File: config.mk
export PLATFORM = sky130hd
export DESIGN_NAME = pipeline_stall_ctrl
export DESIGN_NICKNAME = d
export VERILOG_FILES = /design/src/rtl/pipeline_stall_ctrl.sv
export SDC_FILE = /design/constraint.sdc
export NUM_CORES = 1
export LEC_CHECK = 0
export BUFFER_PORTS_ARGS = -buffer_cell sky130_fd_sc_hd__buf_2
export CORE_ASPECT_RATIO = 1.1
export CORE_MARGIN = 4
export CORE_UTILIZATION = 41
export DETAILED_ROUTE_END_ITERATION = 6
export SYNTH_ARGS = -nofsm -noshare
export SYNTH_HDL_FRONTEND = slang
export SYNTH_SLANG_ARGS = --single-unit
File: constraint.sdc
create_clock -name clk -period 3.1 [get_ports clk]
set_input_delay 0.93 -clock clk [delete_from_list [all_inputs] [get_ports clk]]
set_output_delay 0.93 -clock clk [all_outputs]
set_load 0.005 [all_outputs]
File: src/rtl/pipeline_stall_ctrl.sv
// Pipeline control for the 5-stage core: stage enables, bubbles and flushes,
// debug halt/drain/resume handshake, memory-wait timeout and saturating perf counters.
module pipeline_stall_ctrl #(
    parameter int unsigned CNT_W        = 32,
    parameter int unsigned DRAIN_CYCLES = 3,
    parameter int unsigned MEM_TIMEOUT  = 64
) (
    input  logic             clk,
    input  logic             arst_n,
    input  logic             hazard,
    input  logic             branch_taken,
    input  logic             dmem_req,
    input  logic             dmem_ready,
    input  logic             halt_req,
    input  logic             cnt_clr,
    output logic             pc_write_en,
    output logic             if_id_write_en,
    output logic             if_id_flush,
    output logic             id_ex_write_en,
    output logic             id_ex_bubble,
    output logic             ex_mem_write_en,
    output logic             mem_wb_bubble,
    output logic             halted,
    output logic             mem_timeout,
    output logic [CNT_W-1:0] stall_cnt,
    output logic [CNT_W-1:0] mem_wait_cnt,
    output logic [CNT_W-1:0] flush_cnt
);

    localparam int unsigned DrainW = (DRAIN_CYCLES > 1) ? $clog2(DRAIN_CYCLES) : 1;
    localparam int unsigned WaitW  = $clog2(MEM_TIMEOUT + 1);
    localparam logic [DrainW-1:0] DrainLast = DrainW'(DRAIN_CYCLES - 1);
    localparam logic [WaitW-1:0]  WaitMax   = WaitW'(MEM_TIMEOUT);

    typedef enum logic [1:0] {StRun, StDrain, StHalted} state_e;

    state_e            state_q, state_d;
    logic [DrainW-1:0] drain_q, drain_d;
    logic [WaitW-1:0]  wait_q, wait_d;
    logic              timeout_q, timeout_d;
    logic [CNT_W-1:0]  stall_q, stall_d;
    logic [CNT_W-1:0]  memw_q, memw_d;
    logic [CNT_W-1:0]  flush_q, flush_d;
    logic              mem_stall;
    logic              inc_stall, inc_memw, inc_flush;

    assign mem_stall = dmem_req & ~dmem_ready;

    always_comb begin
        state_d         = state_q;
        drain_d         = drain_q;
        pc_write_en     = 1'b1;
        if_id_write_en  = 1'b1;
        if_id_flush     = 1'b0;
        id_ex_write_en  = 1'b1;
        id_ex_bubble    = 1'b0;
        ex_mem_write_en = 1'b1;
        mem_wb_bubble   = 1'b0;
        halted          = 1'b0;
        inc_stall       = 1'b0;
        inc_memw        = 1'b0;
        inc_flush       = 1'b0;

        unique case (state_q)
            StRun: begin
                if (mem_stall) begin
                    pc_write_en     = 1'b0;
                    if_id_write_en  = 1'b0;
                    id_ex_write_en  = 1'b0;
                    ex_mem_write_en = 1'b0;
                    mem_wb_bubble   = 1'b1;
                    inc_memw        = 1'b1;
                end else if (halt_req) begin
                    pc_write_en    = 1'b0;
                    if_id_write_en = 1'b0;
                    id_ex_bubble   = 1'b1;
                    state_d        = StDrain;
                    drain_d        = '0;
                end else if (hazard) begin
                    pc_write_en    = 1'b0;
                    if_id_write_en = 1'b0;
                    id_ex_bubble   = 1'b1;
                    inc_stall      = 1'b1;
                end else if (branch_taken) begin
                    if_id_flush = 1'b1;
                    inc_flush   = 1'b1;
                end
            end
            StDrain: begin
                if (mem_stall) begin
                    pc_write_en     = 1'b0;
                    if_id_write_en  = 1'b0;
                    id_ex_write_en  = 1'b0;
                    ex_mem_write_en = 1'b0;
                    mem_wb_bubble   = 1'b1;
                    inc_memw        = 1'b1;
                end else begin
                    // Fetch stays frozen; hazard/branch wait until resume re-evaluates them.
                    pc_write_en    = 1'b0;
                    if_id_write_en = 1'b0;
                    id_ex_bubble   = 1'b1;
                    if (drain_q == DrainLast) begin
                        state_d = StHalted;
                    end else begin
                        drain_d = drain_q + DrainW'(1);
                    end
                end
            end
            StHalted: begin
                halted         = 1'b1;
                pc_write_en    = 1'b0;
                if_id_write_en = 1'b0;
                id_ex_bubble   = 1'b1;
                mem_wb_bubble  = 1'b1;
                if (!halt_req) begin
                    state_d = StRun;
                end
            end
            default: state_d = StRun;
        endcase

        if (!arst_n) begin
            pc_write_en     = 1'b0;
            if_id_write_en  = 1'b0;
            if_id_flush     = 1'b1;
            id_ex_write_en  = 1'b0;
            id_ex_bubble    = 1'b1;
            ex_mem_write_en = 1'b0;
            mem_wb_bubble   = 1'b1;
            halted          = 1'b0;
        end
    end

    always_comb begin
        wait_d    = mem_stall ? ((wait_q == WaitMax) ? wait_q : wait_q + WaitW'(1)) : '0;
        timeout_d = timeout_q | (wait_d == WaitMax);

        // Clear wins over increment; all counters stick at all-ones.
        if (cnt_clr) begin
            stall_d = '0;
            memw_d  = '0;
            flush_d = '0;
        end else begin
            stall_d = (inc_stall && stall_q != '1) ? stall_q + CNT_W'(1) : stall_q;
            memw_d  = (inc_memw && memw_q != '1) ? memw_q + CNT_W'(1) : memw_q;
            flush_d = (inc_flush && flush_q != '1) ? flush_q + CNT_W'(1) : flush_q;
        end
    end

    always_ff @(posedge clk or negedge arst_n) begin
        if (!arst_n) begin
            state_q   <= StRun;
            drain_q   <= '0;
            wait_q    <= '0;
            timeout_q <= 1'b0;
            stall_q   <= '0;
            memw_q    <= '0;
            flush_q   <= '0;
        end else begin
            state_q   <= state_d;
            drain_q   <= drain_d;
            wait_q    <= wait_d;
            timeout_q <= timeout_d;
            stall_q   <= stall_d;
            memw_q    <= memw_d;
            flush_q   <= flush_d;
        end
    end

    assign mem_timeout  = timeout_q;
    assign stall_cnt    = stall_q;
    assign mem_wait_cnt = memw_q;
    assign flush_cnt    = flush_q;

endmodule
; ---- After elaboration in Yosys (flattened, before gate mapping)
; Cells that the tools add are included.
[word_totals]
rom_bits = 0
output_inout_bits = 105
memories = 0
ram_bits = 0
register_bits = 108
latch_bits = 0
word_cells = 88
in_bits = 8
[classes]
magnitude_cmp = 0
n_addsub = 5
n_mul = 0
n_mux = 47
eq_ne = 14
shifts = 0
bitwise_logic = 3
n_div = 0
reduce_logical = 12
[op_table]
columns = cell, count
row1 = two-way mux 32 bit, 6
row2 = "adder 32 x 1 -> 32 bit, second input constant", 3
row3 = "!= test 32 bit, second input constant", 3
row4 = two-way mux 1 bit, 25
row5 = two-way mux 2 bit, 9
row6 = "== test 7 bit, second input constant", 2
row7 = two-way mux 7 bit, 2
row8 = "!= test 2 bit, second input constant", 6
row9 = AND reduction 5 bit, 2
row10 = nonzero test 2 bit, 4
row11 = "adder 7 x 1 -> 7 bit, second input constant", 1
row12 = case mux 2 bit (3 select lines), 1
row13 = "== test 2 bit, second input constant", 2
row14 = case mux 1 bit (2 select lines), 2
row15 = case mux 2 bit (2 select lines), 1
row16 = OR reduction 2 bit, 2
row17 = logical AND 1 bit, 3
row18 = case mux 1 bit (3 select lines), 1
row19 = "adder 2 x 1 -> 2 bit, second input constant", 1
row20 = "== test 2 x 1 -> 1 bit, second input constant", 1
row21 = zero test 2 bit, 1
row22 = AND 1 bit, 1
row23 = NOT 1 bit, 1
row24 = bitwise OR 1 bit, 1

; ---- Longest topological paths before layout
; Gate-level depths: netlist of the first run.
[logic_depth]
ltp_word = 8
depth_mapped = 9
mapped_depth_nobuf = 7

; ---- Worst setup path after synthesis of the first run
; OpenSTA, ideal clock, no wires.
[synth_path]
kind = input-to-output
from = input port dmem_req
to = output port id_ex_write_en
required_time_ps = 2170
stages = 6
arrival_ps = 1991
path_slack_ps = 179
path_buffers = 3
path_cell_list = nor2b_1 > buf_2 > o21ai_1 > clkbuf_1 > and2_1 > buf_4
[synth_via]
elab_chain_cells = 4
[synth_rtl]
columns = element, line
row1 = "start, declared", 12  ; input logic dmem_req,
row2 = AND 1 bit, 47  ; assign mem_stall = dmem_req & ~dmem_ready;
row3 = two-way mux 1 bit (3 in a row), -
row4 = "end, declared", 19  ; output logic id_ex_write_en,
; Every way passes these cells.

; ---- Worst setup path after layout of the first run
[layout_path]
from = register state_q[1]
to = output port id_ex_bubble
[layout_via]
elab_chain_cells = 3
elab_cells_between_ends = 5
classes_between = 2 x eq/ne / 2 x mux / 1 x reduce/logical
[layout_rtl]
columns = element, line
row1 = "start, declared", 37  ; state_e state_q, state_d;
row2 = "start signal, assigned", 152  ; state_q <= StRun;
row3 = "start signal, assigned", 160  ; state_q <= state_d;
row4 = "== test 2 bit, or another cell as far along", 64  ; unique case (state_q)
row5 = case mux 1 bit (3 select lines) (*), 64
row6 = two-way mux 1 bit (*), 122  ; if (!arst_n) begin
row7 = "end, declared", 20  ; output logic id_ex_bubble,
; Every way passes the cells marked *; elsewhere a longest branch is shown, timed or not.

==> reports/metrics.cfg, run 1 <==
[clock_tree]
clk_latency_ps=350
cts_made_buffers=9
cts_resized=0
cts_tree=built
postCtsSetupBuffers=0
cts_buffer_depth=2
h-tree-depth=3
root_buffer=clkbuf_16
hold_buffers=0
path_clk_slew_ps=70
cts_sinks=108

[worst_hold_path]
min_path_type=in2async

[yosys]
synth_top_area_share_pct=42.9
yosys-top-cells-area=dfrtp_1, a21oi_1, or4_1, o31ai_1, nand3_1
synth_edf_count=0
yosysTopAreaCell=dfrtp_1
syn-num-nets=703
synthesis.instances=685
yosysSeqAreaShare_pct=42.9
async_flop_share_pct=100
syn_area_um2=6300
ys_ff_latch=108
yosys-top-cells-count=dfrtp_1, a21oi_1, nand2_1
synth_area_per_cell_um2=9.20
yosysMostFrequentCell=dfrtp_1
ys_warn_count=0
ys_types=62
ys.flop_type=dfrtp_1

[critical_path]
r2r-end=stall_cnt[6]
worstSetupPathType=reg2out
crit_required_ps=2170
rrSetupSlack_ps=470
r2r_cells=7
arrival_ps=1890
start_kind=flop
cp_max_fo=11
r2r-start=stall_cnt[0]
endpoint_kind=output pin

[drt]
via_per_inst=6.04
drc=0
drt-total-wl_mm=17.1
ant_nets=0
vias=5987
firstDrtPassIters=5
drt-wirelength-per-cell_um=17.2
drt_iter0_drc=327

[timing]
finalSetupTns_ps=0
fin_crit_ps=2820
tightest_slew_ps=768
rsz0062_at_grt=no
slew_viol_final=0
hold_viol=0
holdWs_ps=447
final-setup-viol-count=0
relSlewSlack_pct=48.6
fin_crit_sh_pct=90.8
fin_skew_ps=5.71
max_freq_mhz=355

[power_and_ir_drop]
p_leak_uw=0.00311
vdd_ir_drop_max_v=0.000262
power_density_nw_per_um2=406

[finish]
diodes=0
drive_gt1_share_pct=22.5
fin_nets=810
fill_cells=1467
post-route-util_pct=48.8
seq_area_um2=2700
synthToLayoutAreaGrowth_pct=16.6
multi_input_area_um2=3360

[global_routing]
first_global_vias=5463
grt-ovfl-total=0
grt_max_degree=31
antenna_found_initial=0
grt_pass1_wl_mm=27.9
grt_usage_pct=19.0

[floorplan]
die_h_um=138
die_area_um2=17400
fp.dieW_um=126
coreArea_um2=15100
num_io_pins=113
start_util_pct=41.9
num_rows=47

[place]
gp_congestion=0.844
io_buffers=112
dp_hpwl_mm=12.3

[run]
maxCapViolCount=0

[run_status]
status=finished clean

worst max-delay path: stages (launching register included):
cell      delay, ps
dfrtp_1         410
inv_1           120
ha_1            390
o21ai_0         160
nand2b_1        100
a21oi_1          60
o21ai_0         140
buf_2           160
power breakdown:
| group | internal (uW) | switching, uW | leakage (uW) |
|---|---|---|---|
| Clock | 537 | 519 | 0.000124 |
| Sequential | 1440 | 34.3 | 0.00150 |
| Combinational | 177 | 276 | 0.00148 |
| Total | 2150 | 829 | 0.00311 |
through the flow:
stage	setup WS [ps]	power (uW)	area, um2	instances
2_1_floorplan	179	1790	6300	685
3_3_place_gp	252	1940	7090	977
3_5_place_dp	193	1960	7090	977
4_1_cts	292	3020	7340	992
5_1_grt	52.9	3130	7340	992
6_report	284	2980	7340	992
cell usage in the layout (no fill, tap or decap), drive strengths merged, types with 12 or more instances in the layout:
cell type / netlist / final
or3: 34 / 34
a21oi: 68 / 68
nand3: 44 / 44
inv: 14 / 14
nor4: 19 / 19
nand4: 27 / 27
dfrtp: 108 / 108
or4: 34 / 34
o21ai: 39 / 39
o31ai: 30 / 30
nor2: 38 / 38
and4: 12 / 12
buf: 17 / 134
nand2: 49 / 49
routing by layer:
layer,up-vias,routed length (um),GRT usage [%]
met2,156,8320,31.3
met1,2961,7550,25.4
met5,-,0,0
li1,2850,-,-
met4,0,308,6.44
met3,20,877,3.36
cell type report:
type	instances	area share [%]
timing repair buffer	134	9.91
sequential	108	36.8
clock inverter	5	0.409
multi-input combinational	525	45.7
tap	196	3.34
clock buffer	10	3.12
inverter	14	0.716
how the worst max path moves through the flow:
stage | endpoint | depth (start not counted) | startpoint
finish | id_ex_bubble | 7 | state_q[1]
global route | id_ex_bubble | 7 | state_q[1]
CTS | id_ex_bubble | 7 | state_q[1]
detailed placement | mem_wait_cnt[30] | 7 | dmem_ready
global placement | mem_wait_cnt[26] | 7 | dmem_ready
floorplan | id_ex_write_en | 6 | dmem_req
state kept, by name, summed over array words and instances (netlist names):
| signal | count |
|---|---|
| state_q | 2 |
| flush_cnt | 32 |
| wait_q | 7 |
| mem_timeout | 1 |
| drain_q | 2 |
| stall_cnt | 32 |
| mem_wait_cnt | 32 |
cells by family (layout without fill, tap and decap cells):
family | count (synthesis) | in the layout | share of synthesized area (%)
xor+xnor | 11 | 11 | 1.53
flops | 108 | 108 | 42.9
buf+inv | 52 | 163 | 3.83
simple gates | 308 | 308 | 28.9
fa+ha+maj | 10 | 10 | 1.99
compound gates | 184 | 184 | 18.6
mux | 12 | 12 | 2.22
Note: power is estimated with default switching activity, not from simulation.
==> inputs of run 2 (changes only) <==
Settings changed: CTS_BUF_LIST set to sky130_fd_sc_hd__clkbuf_8 sky130_fd_sc_hd__clkbuf_16.
==> reports/metrics.cfg, run 2 (synthesis gave the netlist of run 1 again) <==
[finish]
stdcell_area_um2=7340  ; unchanged
mostFrequentLayoutCells=buf_2, dfrtp_1, a21oi_1  ; unchanged
synthToLayoutAreaGrowth_pct=16.6  ; unchanged
drive_gt1_share_pct=22.5  ; unchanged
fin_nets=810  ; unchanged
fill_cells=1467  ; unchanged
final_common_cell=buf_2  ; unchanged
diodes=0  ; unchanged
stdcell_count=992  ; unchanged

[timing]
fin_skew_ps=5.71  ; unchanged
fin_crit_ps=2820  ; about the same
fin_crit_sh_pct=90.8  ; about the same
hold_viol=0  ; unchanged
final-setup-viol-count=0  ; unchanged
relSlewSlack_pct=48.6  ; about the same
rsz0062_at_grt=no  ; unchanged
slew_viol_final=0  ; unchanged
final.setup.worst_slack_ps=284  ; about the same
tightest_slew_ps=768  ; about the same
finalSetupTns_ps=0  ; unchanged
max_freq_mhz=355  ; about the same

[drt]
drt-wirelength-per-cell_um=17.2  ; about the same
drt_iter0_drc=327  ; unchanged
drc=0  ; unchanged
firstDrtPassIters=5  ; unchanged
ant_nets=0  ; unchanged
vias=5984  ; was 5987
via_per_inst=6.03  ; was 6.04
drt-total-wl_mm=17.1  ; about the same

[place]
post-place-cells=977  ; unchanged
dp_hpwl_mm=12.3  ; unchanged
io_buffers=112  ; unchanged
place_area_um2=7090  ; unchanged
pre_cts_slack_ps=193  ; unchanged
gp_congestion=0.844  ; unchanged

[clock_tree]
cts_sinks=108  ; unchanged
h-tree-depth=3  ; unchanged
cts_tree=built  ; unchanged
clk_latency_ps=350  ; about the same
hold_buffers=0  ; unchanged
cts_buffer_depth=2  ; unchanged
cts_resized=0  ; unchanged
cts_made_buffers=9  ; unchanged
root_buffer=clkbuf_16  ; unchanged
postCtsSetupBuffers=0  ; unchanged
path_clk_slew_ps=70  ; about the same

[critical_path]
endpoint_kind=output pin  ; unchanged
worstSetupPathType=reg2out  ; unchanged
crit_required_ps=2170  ; about the same
start_kind=flop  ; unchanged
arrival_ps=1890  ; about the same
cp_max_fo=11  ; unchanged

[global_routing]
first_global_vias=5463  ; unchanged
grt-ovfl-total=0  ; unchanged
antenna_found_initial=0  ; unchanged
grt_pass1_wl_mm=27.9  ; unchanged
grt_max_degree=31  ; unchanged
grt_usage_pct=19.0  ; unchanged

[power_and_ir_drop]
power_density_nw_per_um2=406  ; about the same
p_leak_uw=0.00311  ; about the same
vdd_ir_drop_max_v=0.000262  ; about the same

[floorplan]
num_rows=47  ; unchanged
coreArea_um2=15100  ; unchanged
start_util_pct=41.9  ; unchanged
num_io_pins=113  ; unchanged
fp.dieW_um=126  ; unchanged
die_h_um=138  ; unchanged
die_area_um2=17400  ; unchanged

[worst_hold_path]
min_path_type=in2async  ; unchanged

[run]
maxCapViolCount=0  ; unchanged

[run_status]
status=finished clean  ; unchanged

==> run 2: where the power goes <==
| part | switching, uW | internal [uW] |
|---|---|---|
| logic | 276 | 177 |
| registers | 34.3 | 1440 |
| clock network | 519 | 534 |
==> run 2: path summary, 6_finish.rpt <==
path	endpoint	slack, ps	cells past startpoint	start
worst max register to register	stall_cnt[6]	470	7	stall_cnt[0]
max in group asynchronous	stall_cnt[19]	2010	2	arst_n
worst max-delay path	id_ex_bubble	280	7	state_q[1]
min in group clk	mem_timeout	490	1	mem_timeout
worst min register to register	mem_timeout	490	1	mem_timeout
worst min-delay path	wait_q[2]	450	1	arst_n
==> run 2: metrics by stage <==
step	power [uW]	utilization [%]	hold WS, ps
detailed placement	1960	47.1	471
CTS	3020	48.8	441
floorplan	1790	-	466
global route	3130	48.8	455
finish	2980	48.8	447
global placement	1940	47.1	458
==> run 2: metal layers <==
layer  GRT usage, %  wire, um
met1           25.4      7550
met2           31.3      8330
met3           3.36       870
met4           6.44       308
met5              0         0
==> run 2: critical path, cell delays in order (launching register included) <==
cell      delay, ps
dfrtp_1         410
inv_1           120
ha_1            390
o21ai_0         160
nand2b_1        100
a21oi_1          60
o21ai_0         140
buf_2           160
==> run 2: area by class of cell <==
class / instances / area, um2 / area share [%]
multi-input combinational: 525 / 3360 / 45.7
sequential: 108 / 2700 / 36.8
timing repair buffer: 134 / 728 / 9.91
tap: 196 / 245 / 3.34
clock buffer: 9 / 225 / 3.07
inverter: 14 / 52.6 / 0.716
clock inverter: 6 / 33.8 / 0.460
